==> config.mk <==
export PLATFORM = sky130hd
export DESIGN_NAME = adder_share_arb
export DESIGN_NICKNAME = d
export VERILOG_FILES = /design/src/rtl/adder_share_arb.sv
export SDC_FILE = /design/constraint.sdc
export NUM_CORES = 1
export LEC_CHECK = 0
export BUFFER_PORTS_ARGS = -buffer_cell sky130_fd_sc_hd__buf_2
export CAP_MARGIN = 10
export CORE_ASPECT_RATIO = 1.75
export CORE_MARGIN = 5
export CORE_UTILIZATION = 38
export CTS_BUF_LIST = sky130_fd_sc_hd__clkbuf_4 sky130_fd_sc_hd__clkbuf_8
export DETAILED_ROUTE_END_ITERATION = 7
export PLACE_DENSITY = 0.79
export SLEW_MARGIN = 10
export SYNTH_ARGS = -nofsm -noshare
export SYNTH_HDL_FRONTEND = slang
export SYNTH_HIERARCHICAL = 1
export SYNTH_SLANG_ARGS = --single-unit
==> constraint.sdc <==
create_clock -name clk -period 5.21 [get_ports clk]
set_input_delay 0.2605 -clock clk [delete_from_list [all_inputs] [get_ports clk]]
set_output_delay 0.2605 -clock clk [all_outputs]
set_load 0.03 [all_outputs]
==> src/rtl/adder_share_arb.sv <==
// Shares one 12-bit prefix adder between NREQ requesters (round-robin or fixed priority); optional perf counters under ADDER_SHARE_PERF_EN.
// Latency: request granted in cycle N -> tagged 13-bit sum on rsp_* in cycle N+1; one result per cycle.
// Backpressure: one-deep output stage; while full and rsp_ready low no request is granted and the result holds.

// Combinational 12-bit Kogge-Stone adder with bit-interleaved operands (A[k] at 2k, B[k] at 2k+1).
// Latency: combinational.
// Backpressure: none.
module prefix_add12 (
    input  logic [23:0] opnd,
    output logic [12:0] sum
);
    logic [11:0] a, b, p, g, pp, gg, pn, gn;

    always_comb begin
        a  = '0;
        b  = '0;
        for (int k = 0; k < 12; k++) begin
            a[k] = opnd[2*k];
            b[k] = opnd[2*k+1];
        end
        p  = a ^ b;
        g  = a & b;
        pp = p;
        gg = g;
        pn = p;
        gn = g;
        for (int l = 0; l < 4; l++) begin
            pn = pp;
            gn = gg;
            for (int i = (1 << l); i < 12; i++) begin
                gn[i] = gg[i] | (pp[i] & gg[i - (1 << l)]);
                pn[i] = pp[i] & pp[i - (1 << l)];
            end
            pp = pn;
            gg = gn;
        end
        // gg[i] is now the carry out of bit i
        sum = {gg[11], p ^ {gg[10:0], 1'b0}};
    end
endmodule

module adder_share_arb #(
    parameter int NREQ          = 4,
    parameter int IDW           = 2,
    parameter bit RR_EN_DEFAULT = 1'b1
) (
    input  logic               clk,
    input  logic               rst_n,
    input  logic               rr_mode,
    input  logic [NREQ-1:0]    req_valid,
    output logic [NREQ-1:0]    req_ready,
    input  logic [NREQ*12-1:0] req_a,
    input  logic [NREQ*12-1:0] req_b,
    output logic               rsp_valid,
    input  logic               rsp_ready,
    output logic [12:0]        rsp_sum,
    output logic [IDW-1:0]     rsp_src,
`ifdef ADDER_SHARE_PERF_EN
    input  logic               perf_clr,
    output logic [31:0]        perf_ops,
    output logic [31:0]        perf_stall,
`endif
    output logic               busy
);
    typedef enum logic {EMPTY = 1'b0, FULL = 1'b1} state_t;

    state_t         state_q, state_d;
    logic [IDW-1:0] ptr_q, win, src_q;
    logic           rr_q, any_vld, can_accept, grant;
    logic [11:0]    a_sel, b_sel;
    logic [23:0]    add_in;
    logic [12:0]    add_sum, sum_q;
    int             idx;

    // Descending scan so the candidate closest to the search start is written last.
    always_comb begin : arb
        win     = '0;
        idx     = 0;
        any_vld = |req_valid;
        for (int k = NREQ - 1; k >= 0; k--) begin
            idx = rr_q ? int'(ptr_q) + k : k;
            if (idx >= NREQ) idx = idx - NREQ;
            if (req_valid[idx]) win = IDW'(idx);
        end
    end

    always_comb begin : opsel
        a_sel  = '0;
        b_sel  = '0;
        add_in = '0;
        for (int i = 0; i < NREQ; i++) begin
            if (win == IDW'(i)) begin
                a_sel = req_a[12*i +: 12];
                b_sel = req_b[12*i +: 12];
            end
        end
        for (int k = 0; k < 12; k++) begin
            add_in[2*k]   = a_sel[k];
            add_in[2*k+1] = b_sel[k];
        end
    end

    prefix_add12 u_add (
        .opnd (add_in),
        .sum  (add_sum)
    );

    // rst_n gates the grant so no handshake can complete while reset is held.
    always_comb begin : fsm
        state_d    = state_q;
        req_ready  = '0;
        can_accept = (state_q == EMPTY) || rsp_ready;
        grant      = rst_n && can_accept && any_vld;
        if (grant) begin
            state_d        = FULL;
            req_ready[win] = 1'b1;
        end else if (rsp_ready) begin
            state_d = EMPTY;
        end
    end

    always_ff @(posedge clk or negedge rst_n) begin
        if (!rst_n) begin
            state_q <= EMPTY;
            ptr_q   <= '0;
            rr_q    <= RR_EN_DEFAULT;
            sum_q   <= '0;
            src_q   <= '0;
        end else begin
            state_q <= state_d;
            rr_q    <= rr_mode;
            if (grant) begin
                sum_q <= add_sum;
                src_q <= win;
                if (rr_q) ptr_q <= (win == IDW'(NREQ - 1)) ? '0 : win + 1'b1;
            end
        end
    end

    assign rsp_valid = (state_q == FULL);
    assign rsp_sum   = sum_q;
    assign rsp_src   = src_q;
    assign busy      = rsp_valid | any_vld;

`ifdef ADDER_SHARE_PERF_EN
    logic [31:0] ops_q, stall_q;
    logic        stall;

    assign stall = (state_q == FULL) && !rsp_ready && any_vld;

    always_ff @(posedge clk or negedge rst_n) begin
        if (!rst_n) begin
            ops_q   <= '0;
            stall_q <= '0;
        end else if (perf_clr) begin
            ops_q   <= '0;
            stall_q <= '0;
        end else begin
            if (grant && (ops_q != '1)) ops_q <= ops_q + 32'd1;
            if (stall && (stall_q != '1)) stall_q <= stall_q + 32'd1;
        end
    end

    assign perf_ops   = ops_q;
    assign perf_stall = stall_q;
`endif
endmodule

Word-level counts from Yosys, hierarchy flattened. Cells that the tools add are included.

Input bits: 104. Bits in registers: 19. Output and inout bits: 21. Word-level logic and storage cells: 165.

Eq/ne operators: 3. Muxes and demuxes: 38. Order comparisons: 10. Reductions and logical operators: 8. Bitwise operators: 93. Add/subtract/negate cells: 8.

Operators by type and width (number): < comparator 32 x 4 -> 1 bit (second input constant) (4); two-way mux 32 bit (4); two-way mux 12 bit (8); AND 1 bit (55); bitwise OR 1 bit (34); bitwise XOR 12 bit (2); AND 12 bit (1); two-way mux 2 bit (6); subtractor 3 x 3 -> 4 bit (second input constant) (3); two-way mux 1 bit (11); >= comparator 3 bit (second input constant) (3); two-way mux 3 bit (3); binary-select mux 1 bit (select 2 bit) (4); adder 2 x 2 -> 3 bit (second input constant) (2); == test 2 bit (second input constant) (2); two-way mux 4 bit (1); OR reduction 4 bit (1); subtractor 2 x 3 -> 4 bit (second input constant) (1); adder 2 x 1 -> 3 bit (second input constant) (1); >= comparator 2 x 3 -> 1 bit (second input constant) (1); logical AND 1 bit (3); < comparator 2 x 3 -> 1 bit (second input constant) (1); adder 2 x 1 -> 2 bit (second input constant) (1); demux 1 bit (select 2 bit) (1); 7 further kinds (7).

Longest topological paths before layout.
Depth after elaboration: 25. Gate-level depth with buffers: 23. Mapped depth without buffers: 20.

Hierarchy. The synthesis kept the hierarchy.

Modules (own cells, without submodules): adder_share_arb (cells an instance 232, times used 1, area each 1813.0 um2, sequential area each 476.7 um2); prefix_add12 (cells an instance 82, times used 1, area each 644.4 um2, sequential area each 0.0 um2).

Worst setup path before layout. Ideal clock, no wire load.

Path type: reg2reg. From: register rr_q. To: register sum_q[11] (netlist: rsp_sum[11]). Period minus slack after synthesis: 4.305 ns. Data arrival time: 4.180 ns. Library setup time: 0.125 ns. Buffers on the path: 4. Cell stages (with the launch flop): 23. Path slack: 0.905 ns. Required time: 5.085 ns. Cell sequence: dfstp_2 -> buf_6 -> and2_4 -> a32oi_2 -> o211ai_2 -> a21oi_2 -> a31o_2 -> ha_1 -> buf_2 -> nor2b_1 -> buf_2 -> a22oi_1 -> nor2_1 -> a21oi_1 -> o21ai_0 -> ha_1 -> buf_6 -> a21o_1 -> a31oi_4 -> nor3_2 -> a311o_1 -> a311o_1 -> mux2_4.

Elaborated cells between the ends (all ways): 75. Classes of those cells: 4 x add/sub; 4 x order compare; 3 x eq/ne; 32 x mux; 31 x bitwise; 1 x reduce/logical.

RTL lines: from (decl) (line 69) `logic rr_q, any_vld, can_accept, grant;`; from (signal assigned) (line 131) `rr_q <= rr_mode;`; two-way mux 3 bit (line 81) `idx = rr_q ? int'(ptr_q) + k : k;`; subtractor 3 x 3 -> 4 bit / >= comparator 3 bit (equally long branches) (line 82) `if (idx >= NREQ) idx = idx - NREQ;`; two-way mux 32 bit (line 82); binary-select mux 1 bit (select 2 bit) (line 83) `if (req_valid[idx]) win = IDW'(idx);`; two-way mux 1 bit (implied by the code) (2 in series) (line 83); two-way mux 2 bit (3 in series) (line 83); two-way mux 2 bit (*) (line 83); net win[0] (line 68) `logic [IDW-1:0] ptr_q, win, src_q;`; [5 not listed]; net a_sel[7] (line 70) `logic [11:0] a_sel, b_sel;`; AND 12 bit (line 22) `g = a & b;`; AND 1 bit (line 31) `gn[i] = gg[i] | (pp[i] & gg[i - (1 << l)]);`; bitwise OR 1 bit (line 31); AND 1 bit (line 31); bitwise OR 1 bit (2 in series) (line 31); bitwise OR 1 bit (*) (line 31); bitwise XOR 12 bit (*) (line 38) `sum = {gg[11], p ^ {gg[10:0], 1'b0}};`; net add_sum[11] (line 72) `logic [12:0] add_sum, sum_q;`; to (signal assigned) (line 133) `sum_q <= add_sum;`; to (decl) (line 72).

Mark *: on every way through the listed nets, which the timed path passes. The rest lies on a longest branch. The select of a mux whose other input is x is not followed. A chain may end at the register's enable or synchronous reset.

Worst setup path after layout.
From: register rr_q. To: register sum_q[10] (netlist: rsp_sum[10]).

Elaborated cells between the ends (all ways): 72. Classes of those cells: 4 x add/sub; 4 x order compare; 3 x eq/ne; 32 x mux; 28 x bitwise; 1 x reduce/logical.

RTL lines (line): two-way mux 3 bit (81); subtractor 3 x 3 -> 4 bit / >= comparator 3 bit (equally long branches) (82); two-way mux 32 bit (82); binary-select mux 1 bit (select 2 bit) (83); two-way mux 1 bit (implied by the code) (2 in series) (83); two-way mux 2 bit (3 in series) (83); two-way mux 2 bit (*) (83); net win[0] (68); [5 not listed]; net b_sel[0] (70); AND 12 bit (*) (22); AND 1 bit (*) (31); bitwise OR 1 bit (*) (31); AND 1 bit (*) (31); bitwise OR 1 bit (*) (31); bitwise XOR 12 bit (*) (38); net add_sum[10] (72).

Marks and branches as above.

==> results.sh <==
export IMPL_outcome="finished, final reports clean"
export IMPL_critPathLaunch="rr_q"
export IMPL_post_synth_and_or_nand_nor_area_fraction_pct=19.35
export IMPL_start_util_pct=39.15
export IMPL_crit_arrival_ns=4.80
export IMPL_layout_drive_gt1_share_pct=37.94
export IMPL_groute_layer_met3_usage_pct=1.723
export IMPL_remaining_drc_errors=0
export IMPL_ys_seq_area_share_pct=19.40
export IMPL_syn_area_per_cell_um2=7.826
export IMPL_hold_start="rr_mode"
export IMPL_min_delay_path_class="input pin to flop"
export IMPL_share_of_the_synthesized_netlist_area_taken_by_xor_and_xnor_gates_pct=2.495
export IMPL_most_common_layout_cells="124 x buf_2, 34 x a21oi_1, 34 x nand2_1"
export IMPL_clkLatencyLatePin_ns=0.25
export IMPL_hold_depth=1
export IMPL_timing_clock_skew_ns=0.002043
export IMPL_vias_in_the_first_global_route=2728
export IMPL_timing_final_hold_violations=0
export IMPL_grt_setup_unrepaired="false"
export IMPL_worst_path_largest_cell_delay_ns=0.64
export IMPL_worstSetupEndpointType="flop"
export IMPL_post_cts_resized_instances=0
export IMPL_cts_setup_buffers=0
export IMPL_areaGrowthSynthToFinish_pct=28.16
export IMPL_crit_family="compound AO/OA/AOI/OAI gates"
export IMPL_antennaDiodeCount=0
export IMPL_groute_layer_met2_usage_pct=31.74
export IMPL_finalSetupViolCount=0
export IMPL_post_dp_hpwl_mm=6.070
export IMPL_postSynthNetCount=435
export IMPL_criticalPathCategory="flop to flop"
export IMPL_detailroute_via_count=2674
export IMPL_synthDominantAreaCellType="dfrtp_1"
export IMPL_period_minus_slack_ns=4.663
export IMPL_final_max_slew_violation_count=0
export IMPL_yosys_area_share_adder_pct=8.961
export IMPL_cts_root_to_sink_buffers=2
export IMPL_chipHeight_um=116.4
export IMPL_critPathRequiredTime_ns=5.35
export IMPL_per_cell_routed_wire_length_um=13.95
export IMPL_mappedNetlistArea_um2=2457
export IMPL_slowest_stage="dfstp_2"
export IMPL_power_density_nw_per_um2=655.2
export IMPL_grt_busiest_layer="met2"
export IMPL_async_flop_share_pct=100.0
export IMPL_netlist_instances=314
export IMPL_detail_route_first_pass_iterations=4
export IMPL_place_detailed_instances=502
export IMPL_first_iter_violations=100
export IMPL_post_route_period_util_pct=89.50
export IMPL_timing_reg2reg_worst_path_depth=20
export IMPL_numPortBuffers=124
export IMPL_synth_top_area_share_pct=18.33
export IMPL_worst_voltage_drop_across_the_vdd_grid_uv=282.8
export IMPL_synth_enable_flop_cells=0
export IMPL_postRouteWirelength_mm=7.072
export IMPL_critPathBufInv=2
export IMPL_dp_slack_ns=0.5392
export IMPL_cp_start_kind="flop"
export IMPL_finish_utilization_pct=50.18
export IMPL_yosys_mux_area_fraction_pct=10.23
export IMPL_r2r_start="rr_q"
export IMPL_tritoncts_num_sinks=19
export IMPL_relSlewSlack_pct=46.78
export IMPL_crit_reg2reg_capture="rsp_sum[10]"
export IMPL_drt_vias_per_instance=5.274
export IMPL_hold_buffer_count_at_cts=1
export IMPL_worst_slew_pin_slew_ns=0.7983
export IMPL_ant_nets=0
export IMPL_global_route_total_usage_across_every_layer_pct=16.39
export IMPL_timing_final_ws_setup_ns=0.5469
export IMPL_antenna_found_initial=0
export IMPL_max_clock_freq_mhz=214.4
export IMPL_htree_num_levels=1
export IMPL_netlist_top_cells_area="dfrtp_1 18%, mux2_4 8.6%, ha_1 8.1%"
export IMPL_final_cell_count_without_fillers=507
export IMPL_die_w_um=70.79
export IMPL_layout_nets=549
export IMPL_io_pins=125
export IMPL_count_of_filler_cells_inserted_in_the_layout=673
export IMPL_rows=38
export IMPL_static_leakage_power_nw=1.562
export IMPL_numCtsBuffers=3
export IMPL_setup_tns_final_ns=0
export IMPL_hold_path_end="rr_q"
export IMPL_synth_yosys_warnings=6
export IMPL_max_cap_viol_count=0
export IMPL_dominant_combinational_cell_family_by_area_after_synthesis="compound AO/OA/AOI/OAI gates"
export IMPL_ys_seq_elements=19
export IMPL_dieArea_um2=8239
export IMPL_synth_compound_area_share_pct=32.43
export IMPL_placeableCoreArea_um2=6276
export IMPL_overflow=0
export IMPL_final_common_cell="buf_2"
export IMPL_gpl_final_weighted_congestion=0.8873
export IMPL_critical_path_cell_chain="nand2_1 -> o311ai_2 -> a21oi_2 -> a31o_2 -> ha_1 -> nor2b_1 -> buf_4 -> a22oi_1 -> nor2_1 -> a21oi_1 -> o21ai_0 -> ha_1 -> inv_1 -> fa_1 -> nor2b_1 -> o31a_1 -> nor3_1 -> o31ai_1 -> xnor2_1 -> mux2_4"
export IMPL_grt_pass1_wl_mm=11.37
export IMPL_r2r_slack_ns=0.55
export IMPL_holdWs_ns=0.1040
export IMPL_crit_path_max_fanout=23
export IMPL_grt_max_degree=50
export IMPL_synth_lib_cells_used_distinct=53
export IMPL_root_buffer="clkbuf_8"
export IMPL_grt_met1_usage_pct=17.75
export IMPL_clock_tree_from_tritoncts="yes"
export IMPL_clkSlewWorstSetupHoldPaths_ns=0.07
export IMPL_synth_main_ff_cell="dfrtp_1"
[Yosys cell counts (all sizes together) (6+ instances only)]
master  instances
a21oi          36
nand2          34
nor2           32
o21ai          32
a22oi          23
dfrtp          18
ha             16
mux2           15
clkbuf         13
buf            10
inv            10
and2            6
nand3           6
xnor2           6
[worst register-to-register path, stage by stage (launching register included)]
cell and delay (ns):
dfstp_2 0.64, nand2_1 0.13, o311ai_2 0.46, a21oi_2 0.14, a31o_2 0.25, ha_1 0.24
nor2b_1 0.13, buf_4 0.26, a22oi_1 0.10, nor2_1 0.10, a21oi_1 0.04, o21ai_0 0.23
ha_1 0.21, inv_1 0.06, fa_1 0.45, nor2b_1 0.15, o31a_1 0.21, nor3_1 0.08
o31ai_1 0.32, xnor2_1 0.10, mux2_4 0.26
[cell families (layout without fill, tap and decap cells)]
family                     after synthesis  after routing
AOI/OAI and AO/OA                      120            120
and+or+nand+nor                        100            100
buffers and inverters                   33            146
DFF                                     19             19
muxes                                   18             18
adders and majority gates               17             17
xor gates and xnor gates                 7              7
[layer usage]
layer / wire, um / up-vias
li1: - / 1373
met1: 2755 / 1196
met2: 3726 / 91
met3: 391 / 14
met4: 198 / 0
met5: 0 / -
[power breakdown]
group / switching (W) / internal (W) / total (W) / leakage [nW]
combinational: 0.000934 / 0.000754 / 0.00169 / 1.31
clock: 0.0000466 / 0.0000531 / 0.0000996 / 0.0255
sequential: 0.0000587 / 0.000217 / 0.000276 / 0.225
[metrics by stage]
stage	power (W)	instance area [um^2]
2_1_floorplan	0.001655	2457
3_3_place_gp	0.001913	3093
3_5_place_dp	0.001968	3093
4_1_cts	0.002077	3149
5_1_grt	0.002267	3149
6_report	0.002063	3149
[registers in the layout (all words and copies together), names as in the netlist]
name and count:
ptr_q 2, rsp_src 2, rsp_valid 1, rsp_sum 13, rr_q 1
[cell type report]
type | count | area [um^2] | share of cell area (%)
clock buffer | 3 | 41.29 | 1.311
clock inverter | 1 | 5.005 | 0.1589
inverter | 10 | 37.54 | 1.192
multi-input combinational | 262 | 1805 | 57.33
sequential | 19 | 476.7 | 15.14
tap | 80 | 100.1 | 3.178
timing repair buffer | 132 | 683.2 | 21.69
[worst max path at each step]
| stage | endpoint | slack [ns] | cells past startpoint |
|---|---|---|---|
| after floorplan | rsp_sum[11] | 0.91 | 22 |
| after global placement | rsp_sum[10] | 0.69 | 20 |
| after detailed placement | rsp_sum[10] | 0.54 | 20 |
| after CTS | rsp_sum[10] | 0.53 | 20 |
| after global routing | rsp_sum[10] | 0.1 | 20 |
| final | rsp_sum[10] | 0.55 | 20 |
No activity file was read; power rests on OpenSTA's default activity.
